===== src/rtl/irq_nios2_qsys_oci_dct_packer_pkg.sv =====
// rtl/irq_nios2_qsys_oci_dct_packer_pkg.sv - shared OCI trace packer constants
package irq_nios2_qsys_oci_dct_packer_pkg;

    localparam int OCI_FRAG_W    = 2;
    localparam int OCI_NUM_FRAGS = 15;
    localparam int OCI_DCT_BUF_W = 30;
    localparam int OCI_COUNT_W   = 4;

endpackage


===== src/rtl/irq_nios2_qsys_oci_dct_packer_if.sv =====
// rtl/irq_nios2_qsys_oci_dct_packer_if.sv - fragment input / packed word output bundle
interface irq_nios2_qsys_oci_dct_packer_if
    import irq_nios2_qsys_oci_dct_packer_pkg::*;
#(
    parameter int FRAG_W = OCI_FRAG_W
) ();

    logic                     in_valid;
    logic [FRAG_W-1:0]        in_frag;
    logic                     in_ready;
    logic                     flush;
    logic                     out_valid;
    logic                     out_ready;
    logic [OCI_DCT_BUF_W-1:0] dct_buffer;
    logic [OCI_COUNT_W-1:0]   dct_count;
    logic                     test_ending;
    logic                     test_has_ended;

    modport master (
        output in_valid, in_frag, flush, out_ready,
        input  in_ready, out_valid, dct_buffer, dct_count, test_ending, test_has_ended
    );

    modport slave (
        input  in_valid, in_frag, flush, out_ready,
        output in_ready, out_valid, dct_buffer, dct_count, test_ending, test_has_ended
    );

endinterface


===== src/rtl/irq_nios2_qsys_oci_dct_packer.sv =====
// rtl/irq_nios2_qsys_oci_dct_packer.sv - packs trace fragments into 30-bit words, handles end-of-test flush
module irq_nios2_qsys_oci_dct_packer
    import irq_nios2_qsys_oci_dct_packer_pkg::*;
#(
    parameter int FRAG_W    = OCI_FRAG_W,
    parameter int NUM_FRAGS = OCI_NUM_FRAGS
) (
    input  logic                                 clk,
    input  logic                                 reset,
    irq_nios2_qsys_oci_dct_packer_if.slave       bus
);

    localparam logic [0:0] ST_FILL = 1'b0;
    localparam logic [0:0] ST_EMIT = 1'b1;
    localparam logic [OCI_COUNT_W-1:0] COUNT_ONE  = OCI_COUNT_W'(1);
    localparam logic [OCI_COUNT_W-1:0] COUNT_FULL = OCI_COUNT_W'(NUM_FRAGS);

    logic [0:0]               state;
    logic                     flush_tag;
    logic                     accept;
    logic                     word_done;
    logic                     flush_nonempty;
    logic [OCI_COUNT_W-1:0]   count_inc;
    logic [OCI_DCT_BUF_W-1:0] buf_shift;

    assign bus.in_ready   = (state == ST_FILL) && !reset;
    assign accept         = bus.in_valid && bus.in_ready;
    assign count_inc      = bus.dct_count + COUNT_ONE;
    assign buf_shift      = {bus.dct_buffer[OCI_DCT_BUF_W-FRAG_W-1:0], bus.in_frag};
    assign word_done      = bus.out_valid && bus.out_ready;
    // a fragment arriving with the flush is packed first, so it counts toward "non-empty"
    assign flush_nonempty = bus.flush && (accept || (bus.dct_count != '0));

    always_ff @(posedge clk) begin
        if (reset) begin
            state              <= ST_FILL;
            flush_tag          <= 1'b0;
            bus.dct_buffer     <= '0;
            bus.dct_count      <= '0;
            bus.out_valid      <= 1'b0;
            bus.test_ending    <= 1'b0;
            bus.test_has_ended <= 1'b0;
        end else begin
            bus.test_ending <= 1'b0;
            case (state)
                ST_FILL: begin
                    if (accept) begin
                        bus.dct_buffer <= buf_shift;
                        bus.dct_count  <= count_inc;
                    end
                    if ((accept && (count_inc == COUNT_FULL)) || flush_nonempty) begin
                        state         <= ST_EMIT;
                        bus.out_valid <= 1'b1;
                    end
                    if (flush_nonempty) begin
                        flush_tag <= 1'b1;
                    end else if (bus.flush) begin
                        bus.test_ending    <= 1'b1;
                        bus.test_has_ended <= 1'b1;
                    end
                end
                ST_EMIT: begin
                    if (word_done) begin
                        state          <= ST_FILL;
                        bus.out_valid  <= 1'b0;
                        bus.dct_buffer <= '0;
                        bus.dct_count  <= '0;
                        flush_tag      <= 1'b0;
                        // a flush landing on the handshake cycle still tags the departing word
                        if (flush_tag || bus.flush) begin
                            bus.test_ending    <= 1'b1;
                            bus.test_has_ended <= 1'b1;
                        end
                    end else if (bus.flush) begin
                        flush_tag <= 1'b1;
                    end
                end
                default: state <= ST_FILL;
            endcase
        end
    end

endmodule


===== src/flat_wrapper.sv =====
// flat-port wrapper written by rule: the top's interface ports become plain ports
module irq_nios2_qsys_oci_dct_packer_flat import irq_nios2_qsys_oci_dct_packer_pkg::*;
#(
    parameter int FRAG_W    = OCI_FRAG_W,
    parameter int NUM_FRAGS = OCI_NUM_FRAGS
)
  (clk, reset, bus_in_valid, bus_in_frag, bus_flush, bus_out_ready, bus_in_ready, bus_out_valid, bus_dct_buffer, bus_dct_count, bus_test_ending, bus_test_has_ended);
  irq_nios2_qsys_oci_dct_packer_if #(.FRAG_W(FRAG_W)) bus_i ();
  input  logic clk;
  input  logic reset;
  input wire logic [$bits(bus_i.in_valid)-1:0] bus_in_valid;
  input wire logic [$bits(bus_i.in_frag)-1:0] bus_in_frag;
  input wire logic [$bits(bus_i.flush)-1:0] bus_flush;
  input wire logic [$bits(bus_i.out_ready)-1:0] bus_out_ready;
  output wire logic [$bits(bus_i.in_ready)-1:0] bus_in_ready;
  output wire logic [$bits(bus_i.out_valid)-1:0] bus_out_valid;
  output wire logic [$bits(bus_i.dct_buffer)-1:0] bus_dct_buffer;
  output wire logic [$bits(bus_i.dct_count)-1:0] bus_dct_count;
  output wire logic [$bits(bus_i.test_ending)-1:0] bus_test_ending;
  output wire logic [$bits(bus_i.test_has_ended)-1:0] bus_test_has_ended;
  assign bus_i.in_valid = bus_in_valid;
  assign bus_i.in_frag = bus_in_frag;
  assign bus_i.flush = bus_flush;
  assign bus_i.out_ready = bus_out_ready;
  assign bus_in_ready = bus_i.in_ready;
  assign bus_out_valid = bus_i.out_valid;
  assign bus_dct_buffer = bus_i.dct_buffer;
  assign bus_dct_count = bus_i.dct_count;
  assign bus_test_ending = bus_i.test_ending;
  assign bus_test_has_ended = bus_i.test_has_ended;
  irq_nios2_qsys_oci_dct_packer #(.FRAG_W(FRAG_W), .NUM_FRAGS(NUM_FRAGS)) u_core (.clk(clk), .reset(reset), .bus(bus_i));
endmodule

===== config.mk =====
export PLATFORM = sky130hd
export DESIGN_NAME = irq_nios2_qsys_oci_dct_packer_flat
export DESIGN_NICKNAME = d
export VERILOG_FILES = /design/src/rtl/irq_nios2_qsys_oci_dct_packer_pkg.sv /design/src/rtl/irq_nios2_qsys_oci_dct_packer_if.sv /design/src/rtl/irq_nios2_qsys_oci_dct_packer.sv /design/src/flat_wrapper.sv
export SDC_FILE = /design/constraint.sdc
export NUM_CORES = 1
export LEC_CHECK = 0
export ABC_CLOCK_PERIOD_IN_PS = 1800
export BUFFER_PORTS_ARGS = -buffer_cell sky130_fd_sc_hd__buf_2
export CAP_MARGIN = 20
export CORE_ASPECT_RATIO = 2
export CORE_MARGIN = 2
export CORE_UTILIZATION = 50
export CTS_CLUSTER_DIAMETER = 80
export DETAILED_ROUTE_END_ITERATION = 8
export GPL_ROUTABILITY_DRIVEN = 0
export PLACE_DENSITY = 0.78
export RECOVER_POWER = 50
export SLEW_MARGIN = 5
export SYNTH_ARGS = -nofsm -noshare
export SYNTH_HDL_FRONTEND = slang
export SYNTH_SLANG_ARGS = --single-unit

===== constraint.sdc =====
create_clock -name clk -period 1.8 [get_ports clk]
set_input_delay 0.54 -clock clk [delete_from_list [all_inputs] [get_ports clk]]
set_output_delay 0.54 -clock clk [all_outputs]
set_load 0.01 [all_outputs]

==> results.sh <==
export IMPL_finalCriticalPeriod_ns=1.64
export IMPL_drt_wl_total_um=3520
export IMPL_rsz0062_at_grt="no"
export IMPL_port_buffers=44
export IMPL_grt_pass1_vias=1384
export IMPL_peakVddDrop_mv=0.738
export IMPL_worst_slew_pin_slew_ns=0.387
export IMPL_synth_cell_type_count=24
export IMPL_power_w=0.00170
export IMPL_holdCritPathClass="reg -> reg"
export IMPL_final_period_utilization_pct=91.0
export IMPL_num_rows=28
export IMPL_nets=235
export IMPL_cp_arrival_ns=1.87
export IMPL_drc=0
export IMPL_r2r_setup_slack_ns=0.16
export IMPL_hold_viol=0
export IMPL_ctsLongestPathBuffers=2
export IMPL_post_cts_resize_count=0
export IMPL_r2r_end="u_core.bus.test_has_ended$_SDFFE_PP0P_"
export IMPL_crit_slowest_cell="or4b_1"
export IMPL_gr_usage_all_layers_pct=22.4
export IMPL_synth_area_sq_um=1540
export IMPL_status="completed"
export IMPL_synthTopCellsByCount="dfxtp_1 (39), nand3_1 (31), a21oi_1 (30)"
export IMPL_cp_max_fo=5
export IMPL_synth_edf_count=0
export IMPL_crit_required_ns=2.03
export IMPL_tritoncts="yes"
export IMPL_vias=1440
export IMPL_synthCells=179
export IMPL_reg2reg_from="u_core.bus.dct_count[0]$_SDFFE_PP0P_"
export IMPL_synth_top_cell_area_share_pct=50.8
export IMPL_finalSetupTns_ns=0
export IMPL_cp_end_kind="flip-flop"
export IMPL_p_leak_nw=0.692
export IMPL_die_x_um=43.2
export IMPL_finalSetupViolations=0
export IMPL_clkSinkCount=39
export IMPL_synth_flop_cell="dfxtp_1"
export IMPL_vias_per_cell=5.63
export IMPL_cts_hold_fix_buffers=0
export IMPL_ys_seq_area_share_pct=50.8
export IMPL_skew_ns=0.00678
export IMPL_die_y_um=82.4
export IMPL_path_cells="inv_1 > ha_1 > or4b_1 > o32a_1 > a21oi_1"
export IMPL_syn_num_nets=189
export IMPL_area_growth_pct=21.8
export IMPL_fmax_ghz=0.610
export IMPL_cts_made_buffers=5
export IMPL_crit_end="u_core.bus.test_has_ended$_SDFFE_PP0P_"
export IMPL_crit_path_start="u_core.bus.dct_count[0]$_SDFFE_PP0P_"
export IMPL_die_area_sq_um=3560
export IMPL_grt_pass1_wl_um=6000
export IMPL_avgSynthCellArea_sq_um=8.58
export IMPL_antenna_found_initial=0
export IMPL_h_tree_depth=2
export IMPL_n_antenna_cell=0
export IMPL_drive_above_1_share_pct=14.2
export IMPL_r2r_cells=5
export IMPL_clk_pin_slew_ns=0.07
export IMPL_power_density_nw_per_um2=910
export IMPL_finalMaxSlewViolations=0
export IMPL_dr_pass1_iters=4
export IMPL_pin_count=45
export IMPL_grt_max_degree=24
export IMPL_critPathMaxStageDelay_ns=0.49
export IMPL_root_buffer="clkbuf_8"
export IMPL_antenna_left=0
export IMPL_relSlewSlack_pct=74.2
export IMPL_drv_cap=0
export IMPL_core_sq_um=2940
export IMPL_yosys_area_top_type="dfxtp_1"
export IMPL_startpoint_type="flip-flop"
export IMPL_synth_most_common_cell="dfxtp_1"
export IMPL_dr_first_iter_drc_count=28
export IMPL_synth_yosys_warnings=0
export IMPL_ys_ff_latch=39
export IMPL_synth_area_leaders="dfxtp_1 (51%), nand3_1 (10%), a21oi_1 (9.8%)"
export IMPL_initial_core_util_pct=52.2
export IMPL_wl_per_cell_um=13.7
export IMPL_post_cts_buffers=0
export IMPL_post_dp_hpwl_um=2570
export IMPL_critPathKind="reg -> reg"
export IMPL_async_flop_share_pct=0
export IMPL_clk_latency_ns=0.30
export IMPL_grt_overflow=0
-- area by class of cell --
class	count	area (sq um)
clock buffer	7	96.3
clock inverter	1	7.51
timing repair buffer	53	259
tap	30	37.5
fill	319	1070
multi-input combinational	120	668
sequential	39	781
inverter	6	22.5
-- where the power goes --
part	total [W]	switching, W	internal, W	leakage (nW)
Sequential	0.000901	0.0000196	0.000881	0.316
Combinational	0.000155	0.0000938	0.0000609	0.326
Clock	0.000648	0.000300	0.000348	0.0505
Total	0.00170	0.000413	0.00129	0.692
-- worst min path at each step --
stage,depth (start not counted),from,end
3_5_place_dp,2,u_core.bus.test_has_ended$_SDFFE_PP0P_,u_core.bus.test_has_ended$_SDFFE_PP0P_
6_report,2,u_core.bus.test_has_ended$_SDFFE_PP0P_,u_core.bus.test_has_ended$_SDFFE_PP0P_
4_1_cts,2,u_core.bus.test_has_ended$_SDFFE_PP0P_,u_core.bus.test_has_ended$_SDFFE_PP0P_
3_3_place_gp,2,u_core.bus.test_has_ended$_SDFFE_PP0P_,u_core.bus.test_has_ended$_SDFFE_PP0P_
5_1_grt,2,u_core.bus.test_has_ended$_SDFFE_PP0P_,u_core.bus.test_has_ended$_SDFFE_PP0P_
2_1_floorplan,2,u_core.bus.test_has_ended$_SDFFE_PP0P_,u_core.bus.test_has_ended$_SDFFE_PP0P_
-- layer usage --
layer	GRT usage [%]	part of all wire (%)	up-vias	wire length, um
met5	0	0	-	0
met4	12.1	2.9	0	102
met3	5.65	4.7	9	166
met2	38.8	52	43	1810
met1	24.5	41	675	1440
li1	-	-	713	-
-- state kept, by name (all words and copies together) (netlist names) --
register,count
u_core.bus.dct_buffer,30
u_core.bus.dct_count,4
u_core.bus.out_valid,1
u_core.bus.test_ending,1
u_core.bus.test_has_ended,1
u_core.flush_tag,1
u_core.state,1
-- worst max-delay path: cells and delay by family, from the launching register on --
family | cells | cell delay (ns)
AO/OA/AOI/OAI | 2 | 0.46
adder cells (fa/ha/maj) | 1 | 0.17
buffers and inverters | 1 | 0.11
flip-flops | 1 | 0.35
AND/OR/NAND/NOR | 1 | 0.49
-- logic make-up after synthesis --
group           after synthesis  synth area share (%)
simple gates                 75                  24.3
xor+xnor                      2                  1.14
buf+inv                      20                  6.11
flops                        39                  50.8
compound gates               40                  15.2
fa+ha+maj                     3                  2.44
-- cell usage in the layout, fill, tap and decap left out, drive strengths merged --
master    synthesis  layout
dfxtp            39      39
nor3b             1       1
nand2b            2       2
a21oi            30      30
xor2              2       2
buf               6      22
nand3b            2       2
and3b             1       1
a22o              5       5
o211ai            4       4
nor4              2       2
clkinvlp          0       1
ha                3       3
o32a              1       1
or3               2       2
nor2              3       3
nand2            28      28
clkbuf            8      38
inv               6       6
or3b              2       2
or4b              1       1
nand3            31      31
-- through the flow --
stage	setup WS, ns	hold WS, ns	utilization (%)	cells	instance area (sq um)
4_1_cts	0.148	0.449	65.0	256	1910
2_1_floorplan	0.263	0.470	-	179	1540
6_report	0.161	0.447	63.6	256	1870
5_1_grt	0.0476	0.473	63.6	256	1870
3_5_place_dp	0.0807	0.438	61.5	248	1810
3_3_place_gp	0.109	0.433	61.5	248	1810
No activity file was read; power rests on OpenSTA's default activity.
